## src/rtl/arc4_crack_sched.sv

```systemverilog
// -----------------------------------------------------------------------------
// arc4_crack_sched
//
// Per-core scheduler for the ARC4 key-search datapath. For each candidate key
// it runs the init, ksa and prga sub-blocks one after another through their
// en/rdy handshakes. While a sub-block runs, it owns the single shared
// 256x8 S-memory port. After a failed verdict the key advances by STRIDE.
// The search ends on a match, on key-space exhaustion, or on an external stop.
//
// Optional build macro:
//   ARC4_CRACK_TRIES_EN  when defined, tries_o counts evaluated non-matching
//                        candidates (saturating). When undefined, tries_o is
//                        tied to zero and no counter is built.
//
// Parameters:
//   STRIDE   key increment between candidates (core count in parallel builds)
//   KEY_MAX  last key that may be tried
//
// Ports:
//   clk, rst_n            clock, synchronous active-low reset
//   en_i / rdy_o          start request / idle indicator (en accepted when rdy)
//   key_start_i           first candidate key, sampled with an accepted en_i
//   stop_i                abort request from a sibling core (hold until rdy_o)
//   key_o, key_valid_o    current/final key; 1 = key_o holds the match
//   {init,ksa,prga}_en_o  one-cycle start pulses to the sub-blocks
//   {init,ksa,prga}_rdy_i sub-block idle/done
//   prga_ok_i             prga verdict, valid when prga_rdy_i returns high
//   {init,ksa,prga}_addr_i/_wrdata_i/_wren_i   requester memory signals
//   s_addr_o, s_wrdata_o, s_wren_o             shared S-memory port
//   s_rddata_i            S-memory read data (routed to requesters externally)
//   tries_o               number of candidates evaluated without a match
// -----------------------------------------------------------------------------
module arc4_crack_sched #(
    parameter logic [23:0] STRIDE  = 24'd1,
    parameter logic [23:0] KEY_MAX = 24'hFF_FFFF
) (
    input  logic        clk,
    input  logic        rst_n,
    input  logic        en_i,
    output logic        rdy_o,
    input  logic [23:0] key_start_i,
    input  logic        stop_i,
    output logic [23:0] key_o,
    output logic        key_valid_o,
    output logic        init_en_o,
    output logic        ksa_en_o,
    output logic        prga_en_o,
    input  logic        init_rdy_i,
    input  logic        ksa_rdy_i,
    input  logic        prga_rdy_i,
    input  logic        prga_ok_i,
    input  logic [7:0]  init_addr_i,
    input  logic [7:0]  ksa_addr_i,
    input  logic [7:0]  prga_addr_i,
    input  logic [7:0]  init_wrdata_i,
    input  logic [7:0]  ksa_wrdata_i,
    input  logic [7:0]  prga_wrdata_i,
    input  logic        init_wren_i,
    input  logic        ksa_wren_i,
    input  logic        prga_wren_i,
    output logic [7:0]  s_addr_o,
    output logic [7:0]  s_wrdata_o,
    output logic        s_wren_o,
    input  logic [7:0]  s_rddata_i,
    output logic [23:0] tries_o
);

    typedef enum logic [2:0] {
        ST_IDLE      = 3'd0,
        ST_INIT_GO   = 3'd1,
        ST_INIT_WAIT = 3'd2,
        ST_KSA_GO    = 3'd3,
        ST_KSA_WAIT  = 3'd4,
        ST_PRGA_GO   = 3'd5,
        ST_PRGA_WAIT = 3'd6,
        ST_NEXT      = 3'd7
    } state_t;

    state_t      state_q,     state_d;
    logic [23:0] key_q,       key_d;
    logic        key_valid_q, key_valid_d;
    logic        rdy_q,       rdy_d;
    logic        first_q,     first_d;     // first cycle of an X_WAIT state
    logic        init_en_q,   init_en_d;
    logic        ksa_en_q,    ksa_en_d;
    logic        prga_en_q,   prga_en_d;

    // 25-bit sum so that stepping past 24'hFFFFFF counts as exhaustion
    // instead of wrapping back to a low key.
    logic [24:0] key_sum_s;
    logic        last_key_s;

    // Read data goes straight from the memory to the requesters outside this
    // block; it is reduced here only so the port has a load.
    logic        unused_rddata_s;

    assign key_sum_s       = {1'b0, key_q} + {1'b0, STRIDE};
    assign last_key_s      = stop_i || (key_sum_s > {1'b0, KEY_MAX});
    assign unused_rddata_s = ^s_rddata_i;

    // Next-state and next-output logic of the scheduler FSM.
    always_comb begin
        state_d     = state_q;
        key_d       = key_q;
        key_valid_d = key_valid_q;
        rdy_d       = rdy_q;
        first_d     = first_q;
        init_en_d   = 1'b0;
        ksa_en_d    = 1'b0;
        prga_en_d   = 1'b0;
        case (state_q)
            ST_IDLE: begin
                if (en_i) begin
                    key_d       = key_start_i;
                    key_valid_d = 1'b0;
                    rdy_d       = 1'b0;
                    init_en_d   = 1'b1;
                    state_d     = ST_INIT_GO;
                end else begin
                    rdy_d = 1'b1;
                end
            end
            ST_INIT_GO: begin
                first_d = 1'b1;
                state_d = ST_INIT_WAIT;
            end
            ST_INIT_WAIT: begin
                // Sub-blocks drop rdy one cycle after en, so the first
                // WAIT cycle still shows the stale idle level.
                if (first_q) begin
                    first_d = 1'b0;
                end else if (init_rdy_i) begin
                    ksa_en_d = 1'b1;
                    state_d  = ST_KSA_GO;
                end else begin
                    state_d = ST_INIT_WAIT;
                end
            end
            ST_KSA_GO: begin
                first_d = 1'b1;
                state_d = ST_KSA_WAIT;
            end
            ST_KSA_WAIT: begin
                if (first_q) begin
                    first_d = 1'b0;
                end else if (ksa_rdy_i) begin
                    prga_en_d = 1'b1;
                    state_d   = ST_PRGA_GO;
                end else begin
                    state_d = ST_KSA_WAIT;
                end
            end
            ST_PRGA_GO: begin
                first_d = 1'b1;
                state_d = ST_PRGA_WAIT;
            end
            ST_PRGA_WAIT: begin
                if (first_q) begin
                    first_d = 1'b0;
                end else if (prga_rdy_i) begin
                    if (prga_ok_i) begin
                        key_valid_d = 1'b1;
                        rdy_d       = 1'b1;
                        state_d     = ST_IDLE;
                    end else begin
                        state_d = ST_NEXT;
                    end
                end else begin
                    state_d = ST_PRGA_WAIT;
                end
            end
            ST_NEXT: begin
                // On stop or exhaustion key_q keeps the last key tried.
                if (last_key_s) begin
                    rdy_d   = 1'b1;
                    state_d = ST_IDLE;
                end else begin
                    key_d     = key_sum_s[23:0];
                    init_en_d = 1'b1;
                    state_d   = ST_INIT_GO;
                end
            end
            default: begin
                rdy_d   = 1'b1;
                state_d = ST_IDLE;
            end
        endcase
    end

`ifdef ARC4_CRACK_TRIES_EN
    logic [23:0] tries_q, tries_d;

    // Saturating count of NEXT visits, cleared when a new search starts.
    always_comb begin
        if ((state_q == ST_IDLE) && en_i) begin
            tries_d = 24'd0;
        end else if ((state_q == ST_NEXT) && (tries_q != 24'hFF_FFFF)) begin
            tries_d = tries_q + 24'd1;
        end else begin
            tries_d = tries_q;
        end
    end

    assign tries_o = tries_q;
`else
    assign tries_o = 24'd0;
`endif

    // Scheduler state and registered outputs.
    always_ff @(posedge clk) begin
        if (!rst_n) begin
            state_q     <= ST_IDLE;
            key_q       <= 24'd0;
            key_valid_q <= 1'b0;
            rdy_q       <= 1'b1;
            first_q     <= 1'b0;
            init_en_q   <= 1'b0;
            ksa_en_q    <= 1'b0;
            prga_en_q   <= 1'b0;
`ifdef ARC4_CRACK_TRIES_EN
            tries_q     <= 24'd0;
`endif
        end else begin
            state_q     <= state_d;
            key_q       <= key_d;
            key_valid_q <= key_valid_d;
            rdy_q       <= rdy_d;
            first_q     <= first_d;
            init_en_q   <= init_en_d;
            ksa_en_q    <= ksa_en_d;
            prga_en_q   <= prga_en_d;
`ifdef ARC4_CRACK_TRIES_EN
            tries_q     <= tries_d;
`endif
        end
    end

    // Shared S-memory port: the sub-block whose GO/WAIT state is active owns
    // it; everything else, including writes from non-owners, is dropped.
    always_comb begin
        s_addr_o   = 8'd0;
        s_wrdata_o = 8'd0;
        s_wren_o   = 1'b0;
        case (state_q)
            ST_INIT_GO, ST_INIT_WAIT: begin
                s_addr_o   = init_addr_i;
                s_wrdata_o = init_wrdata_i;
                s_wren_o   = init_wren_i;
            end
            ST_KSA_GO, ST_KSA_WAIT: begin
                s_addr_o   = ksa_addr_i;
                s_wrdata_o = ksa_wrdata_i;
                s_wren_o   = ksa_wren_i;
            end
            ST_PRGA_GO, ST_PRGA_WAIT: begin
                s_addr_o   = prga_addr_i;
                s_wrdata_o = prga_wrdata_i;
                s_wren_o   = prga_wren_i;
            end
            default: begin
                s_addr_o   = 8'd0;
                s_wrdata_o = 8'd0;
                s_wren_o   = 1'b0;
            end
        endcase
    end

    assign rdy_o       = rdy_q;
    assign key_o       = key_q;
    assign key_valid_o = key_valid_q;
    assign init_en_o   = init_en_q;
    assign ksa_en_o    = ksa_en_q;
    assign prga_en_o   = prga_en_q;

endmodule

```

## config.mk

```make
export PLATFORM = sky130hd
export DESIGN_NAME = arc4_crack_sched
export DESIGN_NICKNAME = d
export VERILOG_FILES = /design/src/rtl/arc4_crack_sched.sv
export SDC_FILE = /design/constraint.sdc
export NUM_CORES = 1
export LEC_CHECK = 0
export ABC_AREA = 1
export CAP_MARGIN = 20
export CORE_MARGIN = 2
export CORE_UTILIZATION = 23
export DETAILED_ROUTE_END_ITERATION = 7
export GPL_TIMING_DRIVEN = 1
export MAX_ROUTING_LAYER = met4
export SYNTH_ARGS = -nofsm -noshare
export SYNTH_HDL_FRONTEND = slang
export SYNTH_SLANG_ARGS = --single-unit
```

## constraint.sdc

```tcl
create_clock -name clk -period 2 [get_ports clk]
set_input_delay 0.3 -clock clk [delete_from_list [all_inputs] [get_ports clk]]
set_output_delay 0.3 -clock clk [all_outputs]
set_load 0.03 [all_outputs]
```

==> qor.yml, run 1 <==
drt_pass1_iterations: 4
critPathRequiredTime_ns: 2.22
grt_pass1_vias: 3948
yosysMostFrequentCell: "nand2_1"
wl_um: 11600
final-hold-violation-count: 0
grt_pass1_wl_um: 18710
final_nets: 845
clockPowerShare: 0.132
core_area_sq_um: 12720
clock_sinks: 33
violations: "setup timing"
cts_tree: "done"
max_clock_freq_mhz: 443.8
die-area_sq_um: 14060
globalRoute.totalOverflow: 0
ys_ff_latch: 33
power_frac_comb: 0.695
drc: 0
place_inst: 900
core.rowCount: 41
power_density_nw_per_um2: 1221
end_kind: "register"
yosys.area.top_type_share: 0.2524
grt_max_degree: 35
die_y_um: 118.6
setup_violations: 27
viasPerCell: 4.261
power.share.switching: 0.4639
vias: 3941
cp-start-kind: "register"
path_class: "reg2reg"
p_seq_frac: 0.173
final_layout_size_suffix_gt1_frac: 0.2802
place_congestion: 0.9037
max-clock-path-buffers: 2
numPortBuffers: 128
syn_inst: 537
stdcell_count: 925
holdBufCountCts: 0
clk_latency_ns: 0.28
hold_ws_ns: 0.4614
post_synth_num_cell_types: 32
synth-edff-count: 0
wl_per_cell_um: 12.54
synth-seq-area-share: 0.2188
timing.final.crit_share: 1.127
die_x_um: 118.6
ys.flop_type: "dfxtp_1"
start_util: 0.2373
synthTopCellsByCount: "nand2_1, nor2_1, nand3_1"
yosysTopAreaCell: "nand2_1"
rsz0062_at_grt: "yes"
yosysWarnings: 0
antenna_found_initial: 0
syn_to_final_growth_pct: 81.48
status: "finished with violations"
htreeDepth: 2
ioPinCount: 161
period_needed_ns: 2.253
clock_skew_ns: 0.005669
crit_arrival_ns: 2.48
synthesis.area_sq_um: 3019
synthTopCellsByArea: "nand2_1, dfxtp_1, nand3_1"
cts-root-buf: "clkbuf_16"
place_ws_ns: -0.2596
maxCapViolCount: 0
worstHoldPathType: "reg2reg"
internal-power_w: 0.003588
syn_area_per_cell_sq_um: 5.622
fin_ws_ns: -0.2533
clkTransAtPathRegs_ns: 0.06
ant_nets: 0
peakVddDrop_v: 0.0006289
cts_buffers: 5
grtUsageTotal: 0.1679
n_antenna_cell: 0
hpwl_um: 8970
drv_slew: 0
p_sw_w: 0.003105
critPathMaxFanout: 6
async_reset_ff_frac: 0
power.leakage_nw: 2.517
drt-initial-drc-count: 144
[sequential cells by signal (all words and copies together) (netlist names)]
register and cells:
key_o 24, state_q 3, first_q 1, init_en_o 1, key_valid_o 1, ksa_en_o 1, prga_en_o 1, rdy_o 1
[stage by stage]
step                utilization  TNS (ns)  total power, W  area [sq um]
floorplan                     -    -1.525        0.003518          3162
global placement         0.3904    -6.216        0.005381          4967
detailed placement       0.3904    -5.990        0.005383          4967
CTS                      0.4142    -4.049        0.006431          5270
global route             0.4307    -11.10        0.007178          5479
finish                   0.4307    -6.164        0.006692          5479
[power groups by stage]
stage	logic [W]	clock network, W	registers (W)
detailed placement	0.00423	0	0.00115
CTS	0.00438	0.000907	0.00115
global placement	0.00423	0	0.00115
global route	0.00505	0.000933	0.00119
finish	0.00465	0.000882	0.00116
floorplan	0.00198	0	0.00153
[worst max-delay path, cell delays in order (launching register included)]
cell	delay (ns)
dfxtp_4	0.38
ha_4	0.16
nand2_4	0.06
nor2_4	0.18
buf_4	0.15
nand3_1	0.11
nor2_2	0.18
xor2_2	0.11
nor2_2	0.14
nand3_2	0.14
a21boi_4	0.19
buf_6	0.12
clkbuf_16	0.14
nor2_1	0.04
nor2_1	0.08
[metal layers]
metal	track usage	share of wire	up-vias
li1	-	-	2061
met1	0.1927	0.43	1724
met2	0.3078	0.51	146
met3	0.02847	0.050	10
met4	0.02976	0.0097	0
met5	-	0	-
[worst paths after layout]
path / cells past startpoint / start / slack, ns / to
setup / recovery: 14 / key_o[1] / -0.25 / key_o[14]
hold / removal: 2 / rdy_o / 0.46 / rdy_o
setup reg to reg: 14 / key_o[1] / -0.25 / key_o[14]
hold reg to reg: 2 / rdy_o / 0.46 / rdy_o
[cell usage in the layout (no fill, tap or decap), drive strengths merged]
| cell type | Yosys | layout |
|---|---|---|
| conb | 1 | 24 |
| or2 | 2 | 2 |
| xor2 | 7 | 7 |
| inv | 37 | 37 |
| clkbuf | 10 | 10 |
| nor3 | 5 | 5 |
| a31oi | 3 | 3 |
| clkinv | 2 | 2 |
| nor4 | 1 | 1 |
| mux2i | 1 | 1 |
| nand3 | 58 | 58 |
| dfxtp | 33 | 33 |
| ha | 2 | 2 |
| clkdlybuf4s50 | 0 | 111 |
| a21oi | 6 | 6 |
| buf | 30 | 112 |
| o21ai | 17 | 17 |
| nand3b | 2 | 2 |
| nor2 | 104 | 104 |
| nand4 | 4 | 4 |
| xnor2 | 2 | 2 |
| a21boi | 1 | 1 |
| and2 | 1 | 1 |
| nand2 | 208 | 208 |
[what timing repair did]
action                     CTS  global route
cloned                       0             2
setup endpoints to repair   44            44
buffers inserted             9             6
pin swaps                   12             4
gates resized for setup     18            35
[area by class of cell]
cell class,instances,area (sq um)
tap,172,215.2
fill,1400,7243
multi-input combinational,448,2173
sequential,33,689.4
timing repair buffer,225,2087
inverter,39,146.4
clock buffer,8,167.7
[kinds of logic after synthesis]
family          after synthesis  share of synthesized area
compound gates               27                    0.05056
xor+xnor                      9                    0.02611
fa+ha+maj                     2                   0.008287
buf+inv                      79                     0.1330
flops                        33                     0.2188
mux                           1                   0.003316
other cells                   1                   0.001242
simple gates                385                     0.5586
Power figures use the tool's default switching activity.
==> run 2: changes to the inputs <==
--- a/config.mk
+++ b/config.mk
@@ -7,6 +7,7 @@
 export LEC_CHECK = 0
 export ABC_AREA = 1
 export CAP_MARGIN = 20
+export CORE_ASPECT_RATIO = 0.6
 export CORE_MARGIN = 2
 export CORE_UTILIZATION = 23
 export DETAILED_ROUTE_END_ITERATION = 7
==> constraint.sdc (replaced) <==
create_clock -name clk -period 2.7 [get_ports clk]
set_input_delay 0.405 -clock clk [delete_from_list [all_inputs] [get_ports clk]]
set_output_delay 0.405 -clock clk [all_outputs]
set_load 0.03 [all_outputs]
==> qor.yml, run 2 (synthesis gave the netlist of run 1 again) <==
path_cells: "inv_1 > nor2_1 > inv_1 > nor2_1 > inv_1 > nand2_1 > buf_12 > nand2_1 > nand3_1 > dlygate4sd2_1"  # was ha_4 > nand2_4 > nor2_4 > buf_4 > nand3_1 > nor2_2 > xor2_2 > nor2_2 > nand3_2 > a21boi_4 > buf_6 > clkbuf_16 > nor2_1 > nor2_1
path_buf_inv: 5  # was 3
core.rowCount: 32  # was 41
final_layout_size_suffix_gt1_frac: 0.1013  # was 0.2802
largest_reg_flops: 24  # unchanged
power_density_nw_per_um2: 889.0  # was 1221 nW/um^2
hpwl_um: 8772  # was 8970 um
setup_violations: 0  # was 27
globalRoute.totalOverflow: 0  # unchanged
drv_slew: 0  # unchanged
hold_ws_ns: 0.4658  # was 0.4614 ns
n_antenna_cell: 0  # unchanged
drt-initial-drc-count: 196  # was 144
postCtsSetupBuffers: 0  # was 9
critPathRequiredTime_ns: 2.30  # was 2.22 ns
design_area_sq_um: 4599  # was 5479 sq um
crit_top_cell: "inv_1"
clk_latency_ns: 0.28  # about the same
worstHoldPathType: "reg2reg"  # unchanged
hold_depth: 2  # unchanged
place_inst: 833  # was 900
min-delay-start: "rdy_o"  # unchanged
numPortBuffers: 128  # unchanged
core_area_sq_um: 12810  # was 12720 sq um
r2r-start: "key_o[0]"  # was key_o[1]
cp-start-kind: "register"  # unchanged
crit_family: "buffers and inverters"  # was simple AND/OR/NAND/NOR gates
htreeDepth: 2  # unchanged
grt_pass1_vias: 3129  # was 3948
grt_pass1_wl_um: 17000  # was 18710 um
ant_nets: 0  # unchanged
clock_sinks: 33  # unchanged
clkTransAtPathRegs_ns: 0.05  # was 0.06 ns
final_nets: 763  # was 845
crit_arrival_ns: 2.07  # was 2.48 ns
grt_max_degree: 35  # unchanged
place_ws_ns: 0.1870  # was -0.2596 ns
cpPeakStageDelay_ns: 0.42  # was 0.38 ns
fin_tns_setup_ns: 0  # was -6.164 ns
clock_skew_ns: 0.006795  # was 0.005669 ns
rsz0062_at_grt: "no"  # was yes
power.leakage_nw: 2.052  # was 2.517 nW
cp_num_cells: 10  # was 14
die_x_um: 151.9  # was 118.6 um
maxCapViolCount: 0  # unchanged
cts_resized: 17  # was 18
drc: 0  # unchanged
cts-root-buf: "clkbuf_16"  # unchanged
vias: 3518  # was 3941
drt_pass1_iterations: 5  # was 4
syn_to_final_growth_pct: 52.34  # was 81.48%
cts_tree: "done"  # unchanged
period_needed_ns: 2.476
grtUsageTotal: 0.1547  # was 0.1679
status: "completed"  # was finished with violations
fin_ws_ns: 0.2244  # was -0.2533 ns
wl_per_cell_um: 12.99  # was 12.54 um
dpl-instance-area_sq_um: 4469  # was 4967 sq um
peakVddDrop_v: 0.0003162  # was 0.0006289 V
most-common-layout-cells: "nand2_1, clkdlybuf4s50_1, nor2_1"  # was nand2_1, clkdlybuf4s50_1, buf_4
wl_um: 10920  # was 11600 um
viasPerCell: 4.183  # was 4.261
ioPinCount: 161  # unchanged
critPathMaxFanout: 17  # was 6
place_congestion: 0.8930  # was 0.9037
die_y_um: 92.75  # was 118.6 um
max-clock-path-buffers: 2  # unchanged
cts_buffers: 5  # unchanged
holdBufCountCts: 0  # unchanged
path_class: "reg2out"  # was reg2reg
cp-startpoint: "state_q[1]"  # was key_o[1]
die-area_sq_um: 14090  # was 14060 sq um
final_common_cell: "nand2_1"  # unchanged
antenna_found_initial: 0  # unchanged
r2r_cells: 15  # was 14
slowest_stage: "dlygate4sd2_1"  # was dfxtp_4
timing.final.crit_share: 0.9169
start_util: 0.2356  # was 0.2373
stdcell_count: 841  # was 925
max_clock_freq_mhz: 403.9
end_kind: "primary output"  # was register
final-hold-violation-count: 0  # unchanged
-- run 2: changes by cell type in the layout (fill, tap and decap cells not counted), moves of 7 or more --
cell           change
buf_4             -81
nand2_1            +7
dlygate4sd2_1     +17
dfxtp_2           -13
nor2_1            +11
buf_6             -15
dfxtp_1           +16
nor2_2             -9
-- run 2: metal layers --
| metal | up-vias | share of wire | GRT usage |
|---|---|---|---|
| li1 | 1907 | - | - |
| met4 | 0 | 0.0038 | 0.02570 |
| met1 | 1529 | 0.56 | 0.2445 |
| met3 | 6 | 0.050 | 0.03088 |
| met5 | - | 0 | - |
| met2 | 76 | 0.39 | 0.1963 |
-- run 2: report_power, final --
| part | internal, W | total (W) | leakage [nW] | switching (W) |
|---|---|---|---|---|
| Combinational | 0.000982 | 0.00265 | 1.71 | 0.00166 |
| Sequential | 0.000659 | 0.000886 | 0.273 | 0.000227 |
| Clock | 0.000339 | 0.000557 | 0.0706 | 0.000219 |
-- run 2: path summary, 6_finish.rpt --
kind                            slack [ns]          end
worst max register to register        0.30    key_o[13]
worst min-delay path                  0.47        rdy_o
worst min register to register        0.47        rdy_o
worst max-delay path                  0.22  s_addr_o[3]
-- run 2: cell type report --
class	instances	area, sq um
multi-input combinational	448	2051
sequential	33	661.9
fill	1422	8213
clock buffer	6	128.9
clock inverter	2	10.01
tap	170	212.7
inverter	39	146.4
timing repair buffer	143	1389
-- run 2: per-stage QoR --
stage	total power, W	util
floorplan	0.002567	-
global placement	0.003649	0.3488
detailed placement	0.003649	0.3488
CTS	0.004100	0.3580
global route	0.004408	0.3590
finish	0.004089	0.3590
-- run 2: worst min-delay path, cell delays in order, from the launching register on --
cell     delay [ns]
dfxtp_1        0.33
nand2_1        0.06
nand3_1        0.05
